==> config.mk <==
export PLATFORM = sky130hd
export DESIGN_NAME = spi_slave_mailbox_flat
export DESIGN_NICKNAME = d
export VERILOG_FILES = /design/src/rtl/spi_slave_mailbox_pkg.sv /design/src/rtl/spi_slave_mailbox_if.sv /design/src/rtl/spi_slave_mailbox_byte_fifo.sv /design/src/rtl/spi_slave_mailbox.sv /design/src/flat_wrapper.sv
export SDC_FILE = /design/constraint.sdc
export NUM_CORES = 1
export LEC_CHECK = 0
export BUFFER_PORTS_ARGS = -buffer_cell sky130_fd_sc_hd__buf_2
export CAP_MARGIN = 20
export CORE_MARGIN = 2
export CORE_UTILIZATION = 49
export CTS_BUF_LIST = sky130_fd_sc_hd__clkbuf_8
export CTS_CLUSTER_SIZE = 30
export DETAILED_ROUTE_END_ITERATION = 12
export PLACE_DENSITY = 0.67
export SLEW_MARGIN = 10
export SYNTH_ARGS = -nofsm -noshare
export SYNTH_HDL_FRONTEND = slang
export SYNTH_HIERARCHICAL = 1
export SYNTH_SLANG_ARGS = --single-unit
==> constraint.sdc <==
create_clock -name clk -period 5.1 [get_ports clk]
set_input_delay 0.765 -clock clk [delete_from_list [all_inputs] [get_ports clk]]
set_output_delay 0.765 -clock clk [all_outputs]
set_load 0.05 [all_outputs]
==> src/rtl/spi_slave_mailbox_pkg.sv <==
// rtl/spi_slave_mailbox_pkg.sv - register numbers, engine states and status packing for the SPI mailbox
package spi_slave_mailbox_pkg;

    localparam logic [7:0] SPISLVDATA = 8'hF8;
    localparam logic [7:0] SPISLVSTAT = 8'hF9;

    typedef enum logic {
        ST_IDLE  = 1'b0,
        ST_SHIFT = 1'b1
    } eng_state_t;

    // Only the low three bits of the fill level are visible in the status byte.
    function automatic logic [2:0] cnt3(input int count);
        return 3'(count);
    endfunction

    function automatic logic [7:0] status_byte(input logic [2:0] rx_count, input logic cs_active,
                                               input logic overrun, input logic tx_valid,
                                               input logic rx_not_empty);
        return {1'b0, rx_count, cs_active, overrun, ~tx_valid, rx_not_empty};
    endfunction

endpackage

==> src/rtl/spi_slave_mailbox_if.sv <==
// rtl/spi_slave_mailbox_if.sv - ZXUNO register bus seen by the SPI mailbox
interface spi_slave_mailbox_if;
    logic [7:0] addr;
    logic       ior;
    logic       iow;
    logic [7:0] din;
    logic [7:0] dout;
    logic       oe;

    modport master (output addr, ior, iow, din, input dout, oe);
    modport slave  (input addr, ior, iow, din, output dout, oe);
endinterface

==> src/rtl/spi_slave_mailbox_byte_fifo.sv <==
// rtl/spi_slave_mailbox_byte_fifo.sv - synchronous byte FIFO, pop-before-push when full
module byte_fifo #(
    parameter int  DEPTH = 4,
    localparam int AW    = $clog2(DEPTH)
) (
    input  logic          clk,
    input  logic          rst,
    input  logic          push,
    input  logic          pop,
    input  logic [7:0]    din,
    output logic [7:0]    dout,
    output logic [AW:0]   count,
    output logic          full,
    output logic          empty
);
    logic [7:0]    mem_q [DEPTH];
    logic [7:0]    mem_d [DEPTH];
    logic [AW-1:0] wr_ptr_q, wr_ptr_d;
    logic [AW-1:0] rd_ptr_q, rd_ptr_d;
    logic [AW:0]   count_q, count_d;
    logic          do_push, do_pop;

    // Pop on empty is ignored; a same-cycle pop makes room for a push into a full FIFO.
    always_comb begin
        do_pop   = pop && (count_q != '0);
        do_push  = push && ((count_q != (AW+1)'(DEPTH)) || do_pop);
        mem_d    = mem_q;
        wr_ptr_d = wr_ptr_q;
        rd_ptr_d = rd_ptr_q;
        count_d  = count_q;
        if (do_push) begin
            mem_d[wr_ptr_q] = din;
            wr_ptr_d        = wr_ptr_q + 1'b1;
        end
        if (do_pop) begin
            rd_ptr_d = rd_ptr_q + 1'b1;
        end
        case ({do_push, do_pop})
            2'b10:   count_d = count_q + 1'b1;
            2'b01:   count_d = count_q - 1'b1;
            default: count_d = count_q;
        endcase
    end

    // Storage is not reset; pointers and fill level are.
    always_ff @(posedge clk) begin
        mem_q <= mem_d;
        if (rst) begin
            wr_ptr_q <= '0;
            rd_ptr_q <= '0;
            count_q  <= '0;
        end else begin
            wr_ptr_q <= wr_ptr_d;
            rd_ptr_q <= rd_ptr_d;
            count_q  <= count_d;
        end
    end

    assign dout  = mem_q[rd_ptr_q];
    assign count = count_q;
    assign full  = (count_q == (AW+1)'(DEPTH));
    assign empty = (count_q == '0);

endmodule

==> src/rtl/spi_slave_mailbox.sv <==
// rtl/spi_slave_mailbox.sv - SPI mode-0 responder exchanging bytes with the CPU via two registers
module spi_slave_mailbox
    import spi_slave_mailbox_pkg::*;
#(
    parameter int         FIFO_DEPTH   = 4,
    parameter logic [7:0] IDLE_TX_BYTE = 8'hFF
) (
    input  logic                clk,
    input  logic                rst,
    spi_slave_mailbox_if.slave  bus,
    input  logic                spi_sclk,
    input  logic                spi_cs_n,
    input  logic                spi_mosi,
    output logic                spi_miso
);
    localparam int CW = $clog2(FIFO_DEPTH) + 1;

    // pipe[0] metastability, pipe[1] synchronised, pipe[2] history
    logic [2:0]  sclk_pipe_q, sclk_pipe_d;
    logic [2:0]  cs_pipe_q, cs_pipe_d;
    logic [1:0]  mosi_pipe_q, mosi_pipe_d;
    eng_state_t  state_q, state_d;
    logic [2:0]  bitcnt_q, bitcnt_d;
    logic [6:0]  rx_shift_q, rx_shift_d;
    logic [7:0]  tx_shift_q, tx_shift_d;
    logic [7:0]  tx_hold_q, tx_hold_d;
    logic        tx_valid_q, tx_valid_d;
    logic        byte_done_q, byte_done_d;
    logic        overrun_q, overrun_d;
    logic [2:0]  acc_req_q, acc_req_d;

    logic        sck_rise, sck_fall, cs_fall, cs_rise, mosi_s;
    logic        data_sel, stat_sel;
    logic [2:0]  acc_stb;
    logic        tx_load, fifo_push;
    logic [7:0]  fifo_dout;
    logic [CW-1:0] fifo_count;
    logic        fifo_full, fifo_empty;

    assign sck_rise = sclk_pipe_q[1] & ~sclk_pipe_q[2];
    assign sck_fall = ~sclk_pipe_q[1] & sclk_pipe_q[2];
    assign cs_fall  = ~cs_pipe_q[1] & cs_pipe_q[2];
    assign cs_rise  = cs_pipe_q[1] & ~cs_pipe_q[2];
    assign mosi_s   = mosi_pipe_q[1];
    assign data_sel = (bus.addr == SPISLVDATA);
    assign stat_sel = (bus.addr == SPISLVSTAT);
    // acc_stb: [2] data read, [1] status read, [0] data write
    assign acc_stb  = acc_req_d & ~acc_req_q;

    // Synchronisers and access-request history.
    always_comb begin
        sclk_pipe_d = {sclk_pipe_q[1:0], spi_sclk};
        cs_pipe_d   = {cs_pipe_q[1:0], spi_cs_n};
        mosi_pipe_d = {mosi_pipe_q[0], spi_mosi};
        acc_req_d   = {bus.ior & data_sel, bus.ior & stat_sel, bus.iow & data_sel};
    end

    // Engine next state: CS edges alone frame a transfer.
    always_comb begin
        state_d = state_q;
        case (state_q)
            ST_IDLE:  if (cs_fall) state_d = ST_SHIFT;
            ST_SHIFT: if (cs_rise) state_d = ST_IDLE;
            default:  state_d = ST_IDLE;
        endcase
    end

    // Shift datapath, TX hold register and overrun flag; CS strobes win over SCLK strobes.
    always_comb begin
        bitcnt_d    = bitcnt_q;
        rx_shift_d  = rx_shift_q;
        tx_shift_d  = tx_shift_q;
        tx_hold_d   = tx_hold_q;
        tx_valid_d  = tx_valid_q;
        byte_done_d = byte_done_q;
        tx_load     = 1'b0;
        fifo_push   = 1'b0;
        if (state_q == ST_IDLE) begin
            if (cs_fall) begin
                bitcnt_d    = 3'd0;
                byte_done_d = 1'b0;
                tx_load     = 1'b1;
            end
        end else if (cs_rise) begin
            bitcnt_d    = 3'd0;
            byte_done_d = 1'b0;
        end else begin
            if (sck_rise) begin
                rx_shift_d = {rx_shift_q[5:0], mosi_s};
                bitcnt_d   = bitcnt_q + 3'd1;
                if (bitcnt_q == 3'd7) begin
                    fifo_push   = 1'b1;
                    byte_done_d = 1'b1;
                end
            end
            if (sck_fall) begin
                if (byte_done_q) begin
                    tx_load     = 1'b1;
                    byte_done_d = 1'b0;
                end else begin
                    tx_shift_d = {tx_shift_q[6:0], 1'b0};
                end
            end
        end
        // The load sees the old hold state; a same-cycle CPU write stays pending.
        if (tx_load) begin
            tx_shift_d = tx_valid_q ? tx_hold_q : IDLE_TX_BYTE;
            tx_valid_d = 1'b0;
        end
        if (acc_stb[0]) begin
            tx_hold_d  = bus.din;
            tx_valid_d = 1'b1;
        end
        overrun_d = (overrun_q & ~acc_stb[1]) | (fifo_push & fifo_full & ~acc_stb[2]);
    end

    // All registers, synchronous active-high reset.
    always_ff @(posedge clk) begin
        if (rst) begin
            sclk_pipe_q <= 3'b000;
            cs_pipe_q   <= 3'b000;
            mosi_pipe_q <= 2'b00;
            state_q     <= ST_IDLE;
            bitcnt_q    <= 3'd0;
            rx_shift_q  <= 7'd0;
            tx_shift_q  <= IDLE_TX_BYTE;
            tx_hold_q   <= 8'd0;
            tx_valid_q  <= 1'b0;
            byte_done_q <= 1'b0;
            overrun_q   <= 1'b0;
            acc_req_q   <= 3'b000;
        end else begin
            sclk_pipe_q <= sclk_pipe_d;
            cs_pipe_q   <= cs_pipe_d;
            mosi_pipe_q <= mosi_pipe_d;
            state_q     <= state_d;
            bitcnt_q    <= bitcnt_d;
            rx_shift_q  <= rx_shift_d;
            tx_shift_q  <= tx_shift_d;
            tx_hold_q   <= tx_hold_d;
            tx_valid_q  <= tx_valid_d;
            byte_done_q <= byte_done_d;
            overrun_q   <= overrun_d;
            acc_req_q   <= acc_req_d;
        end
    end

    byte_fifo #(.DEPTH(FIFO_DEPTH)) u_rx_fifo (
        .clk   (clk),
        .rst   (rst),
        .push  (fifo_push),
        .pop   (acc_stb[2]),
        .din   ({rx_shift_q, mosi_s}),
        .dout  (fifo_dout),
        .count (fifo_count),
        .full  (fifo_full),
        .empty (fifo_empty)
    );

    // Read mux and MISO drive.
    always_comb begin
        bus.oe   = bus.ior && (data_sel || stat_sel);
        bus.dout = 8'hFF;
        if (bus.ior && data_sel && !fifo_empty) begin
            bus.dout = fifo_dout;
        end else if (bus.ior && stat_sel) begin
            bus.dout = status_byte(cnt3(int'(fifo_count)), ~cs_pipe_q[1], overrun_q,
                                   tx_valid_q, ~fifo_empty);
        end
        spi_miso = (state_q == ST_SHIFT && !cs_pipe_q[1]) ? tx_shift_q[7] : 1'b1;
    end

endmodule
==> src/flat_wrapper.sv <==
// flat-port wrapper written by rule: the top's interface ports become plain ports
module spi_slave_mailbox_flat import spi_slave_mailbox_pkg::*;
#(
    parameter int         FIFO_DEPTH   = 4,
    parameter logic [7:0] IDLE_TX_BYTE = 8'hFF
)
  (clk, rst, spi_sclk, spi_cs_n, spi_mosi, spi_miso, bus_addr, bus_ior, bus_iow, bus_din, bus_dout, bus_oe);
  spi_slave_mailbox_if bus_i ();
  input  logic clk;
  input  logic rst;
  input  logic spi_sclk;
  input  logic spi_cs_n;
  input  logic spi_mosi;
  output logic spi_miso;
  input wire logic [$bits(bus_i.addr)-1:0] bus_addr;
  input wire logic [$bits(bus_i.ior)-1:0] bus_ior;
  input wire logic [$bits(bus_i.iow)-1:0] bus_iow;
  input wire logic [$bits(bus_i.din)-1:0] bus_din;
  output wire logic [$bits(bus_i.dout)-1:0] bus_dout;
  output wire logic [$bits(bus_i.oe)-1:0] bus_oe;
  assign bus_i.addr = bus_addr;
  assign bus_i.ior = bus_ior;
  assign bus_i.iow = bus_iow;
  assign bus_i.din = bus_din;
  assign bus_dout = bus_i.dout;
  assign bus_oe = bus_i.oe;
  spi_slave_mailbox #(.FIFO_DEPTH(FIFO_DEPTH), .IDLE_TX_BYTE(IDLE_TX_BYTE)) u_core (.clk(clk), .rst(rst), .bus(bus_i), .spi_sclk(spi_sclk), .spi_cs_n(spi_cs_n), .spi_mosi(spi_mosi), .spi_miso(spi_miso));
endmodule
==> out/results.tsv <==
stage	metric	value	unit
status	status	completed	
worst_setup_path	crit_fanout	10	
cells_and_area	fillCellCount	613	
worst_setup_path	critPathTopFamily	flip-flops	
cts	root_buffer	clkbuf_8	
floorplanning	die_w	88.1	um
synth	synth_seq_area_share	0.554	
grt	antenna_found_initial	0	
worst_setup_path	cpPeakStageDelay	0.77	ns
grt	track_usage	0.178	
route	routed_wl	6.51	mm
timing	setup_tns	0	ns
route	via_count	2295	
cells_and_area	nets	362	
job	drv_cap	0	
cts	clock_sinks	80	
cells_and_area	final_common_cell	dfxtp_1	
cts	path_clk_slew	0.09	ns
synth	synth.avg_cell_area	11.3	um2
timing	timing.fmax	334	MHz
route	viasPerCell	5.30	
synth	synth_nets	337	
synth	postSynthCellCount	307	
worst_setup_path	criticalPathCategory	reg2out	
timing	rsz0062_at_grt	no	
timing	finalSetupViolCount	0	
timing	worst_slew_pin_slew	0.893	ns
timing	timing.final.ws_setup	2.11	ns
floorplanning	core	6830	um2
cells_and_area	seq_area	1920	um2
cts	cts_resized	0	
cts	cts_hold_buf	0	
floorplanning	die-area	7760	um2
place	dp_slack	2.11	ns
synth	synth-seq-cells	80	
synth	synth_warnings	6	
route	first_pass_iters	4	
power_and_ir_drop	total_power	1.13	mW
timing	whs	0.441	ns
floorplanning	start_util	0.508	
cells_and_area	diodes	0	
cells_and_area	area_delta_synth_final	10.8	%
synth	async_reset_ff_frac	0	
worst_setup_path	crit_buf_inv	1	
route	drc_errors	0	
floorplanning	die_h	88.1	um
synth	ys.flop_type	dfxtp_1	
timing	finClkSkew	0.0112	ns
cts	insertion_delay	0.35	ns
route	drtIter0Drc	116	
power_and_ir_drop	ir_worst_vdd	133	uV
grt	grt_max_degree	51	
grt	grt_pass1_vias	1989	
timing	drv_slew	0	
worst_setup_path	required	4.34	ns
worst_setup_path	crit_slowest_cell	dfxtp_1	
synth	synthDominantCellAreaShare	0.277	
synth	ys_types	52	
timing	fin_crit_sh	0.586	
synth	yosys.area.top_type	dfxtp_1	
cells_and_area	layout-drive-gt1-share	0.202	
worst_setup_path	reg2reg_slack	2.21	ns
power_and_ir_drop	pwr_density_cell	294	nW/um2
grt	grt-ovfl-total	0	
worst_hold_path	hold_path_class	reg2reg	
place	globalplace.congestion	0.815	
place	port_buffers	32	
floorplanning	rows	30	
route	ant_nets	0	
power_and_ir_drop	p_leak	1.35	nW
floorplanning	top_level_ports	33	
worst_setup_path	cp.arrival	2.23	ns
worst_setup_path	end_kind	output port	
place	dp_hpwl	4.22	mm
timing	slew_headroom	0.405	
timing	hold_viol	0	
cts	cts_tree	done	
cells_and_area	multi_input_area	1390	um2
route	wl_per_cell	15.0	um
worst_setup_path	cp_cell_sequence	mux4_2 > o21ai_0 > nand2_1 > buf_2	
worst_setup_path	startpoint_type	flop	
cts	cts_buffers	9	
cts	h-tree-depth	3	
timing	finalCriticalPeriod	2.99	ns
synth	synth-edff-count	32	
cts	cts_setup_buffers	0	
cells_and_area	mostFrequentLayoutCells	48 x dfxtp_1, 32 x buf_2, 32 x edfxtp_1	
synth	syn_area	3470	um2
cts	clockBufferDepth	2	
grt	grt_pass1_wl	10.3	mm
synth	synth_area_leaders	dfxtp_1 28%, edfxtp_1 28%, mux4_2 5.2%, a21oi_1 2.9%, nand2_1 2.8%	
## stage by stage
stage               cells  cell area [um2]  utilization
floorplan             307             3470            -
global placement      417             3660        0.536
detailed placement    417             3660        0.536
CTS                   433             3840        0.562
global route          433             3840        0.562
finish                433             3840        0.562
## worst paths after layout
check	startpoint	endpoint	cells past startpoint
max	u_core/u_rx_fifo/rd_ptr_q[0]$_SDFFE_PP0N_	bus_dout[1]	4
min reg2reg	u_core/cs_pipe_q[0]$_SDFF_PP0_	u_core/cs_pipe_q[1]$_SDFF_PP0_	1
max reg2reg	u_core/sclk_pipe_q[1]$_SDFF_PP0_	u_core/u_rx_fifo/count[1]$_SDFFE_PP0P_	9
min	u_core/cs_pipe_q[0]$_SDFF_PP0_	u_core/cs_pipe_q[1]$_SDFF_PP0_	1
## where the power goes
part | switching, mW | internal, mW
Combinational | 0.0189 | 0.0152
Clock | 0.246 | 0.183
Sequential | 0.00405 | 0.665
## metal layers
| layer | vias up | track usage | share of wire |
|---|---|---|---|
| li1 | 1167 | - | - |
| met1 | 1067 | 0.263 | 0.50 |
| met2 | 54 | 0.255 | 0.43 |
| met3 | 7 | 0.0471 | 0.052 |
| met4 | 0 | 0.0606 | 0.013 |
| met5 | - | 0 | 0 |
## state kept, by name, indices dropped and copies added (netlist names)
| signal | count |
|---|---|
| u_core/u_rx_fifo/mem_q | 32 |
| u_core/tx_hold_q | 8 |
| u_core/tx_shift_q | 8 |
| u_core/rx_shift_q | 7 |
| u_core/acc_req_q | 3 |
| u_core/bitcnt_q | 3 |
| u_core/cs_pipe_q | 3 |
| u_core/sclk_pipe_q | 3 |
| u_core/u_rx_fifo/count | 3 |
| u_core/mosi_pipe_q | 2 |
| u_core/u_rx_fifo/rd_ptr_q | 2 |
| u_core/u_rx_fifo/wr_ptr_q | 2 |
| u_core/byte_done_q | 1 |
| u_core/overrun_q | 1 |
| u_core/state_q | 1 |
| u_core/tx_valid_q | 1 |
## worst reg2reg max path, cell delays in order (launching register included)
cell	delay, ns
dfxtp_1	0.38
nor2b_1	0.29
and3_1	0.51
and2_1	0.48
inv_1	0.14
nand2b_1	0.12
fa_1	0.43
inv_1	0.07
o2111ai_1	0.09
a221oi_1	0.30
## cell families (layout without fill, tap and decap cells)
| family | Yosys count | after routing | share of synthesized area |
|---|---|---|---|
| AOI/OAI and AO/OA | 60 | 60 | 0.123 |
| xor gates and xnor gates | 4 | 4 | 0.0101 |
| DFF | 80 | 80 | 0.554 |
| adders and majority gates | 7 | 7 | 0.0274 |
| muxes | 16 | 16 | 0.0751 |
| and+or+nand+nor | 106 | 106 | 0.165 |
| buffers and inverters | 34 | 64 | 0.0455 |
## synthesized netlist by cell type (2+ instances only)
| master | number |
|---|---|
| a21oi_1 | 20 |
| a221o_1 | 3 |
| a221oi_1 | 2 |
| a31oi_1 | 3 |
| a32oi_1 | 3 |
| and2_1 | 2 |
| and3_1 | 5 |
| buf_2 | 6 |
| buf_6 | 3 |
| clkbuf_1 | 10 |
| dfxtp_1 | 48 |
| edfxtp_1 | 32 |
| ha_1 | 6 |
| inv_1 | 13 |
| mux2i_1 | 8 |
| mux4_2 | 8 |
| nand2_1 | 26 |
| nand2b_1 | 5 |
| nand3_1 | 6 |
| nand3b_1 | 7 |
| nand4b_1 | 2 |
| nor2_1 | 22 |
| nor2b_1 | 11 |
| nor3_1 | 5 |
| nor3b_1 | 3 |
| o2111ai_1 | 2 |
| o21ai_0 | 8 |
| o21bai_1 | 2 |
| o22ai_1 | 4 |
| o31ai_1 | 5 |
| or2_2 | 2 |
| or3_1 | 2 |
| xor2_1 | 4 |
## area by class of cell
class | count | area share
Sequential cell | 80 | 0.500
Multi-Input combinational cell | 193 | 0.363
Timing Repair Buffer | 34 | 0.0456
Clock buffer | 9 | 0.0322
Tap cell | 96 | 0.0313
Clock inverter | 7 | 0.0140
Inverter | 14 | 0.0137
(Power assumes the default switching activity.)
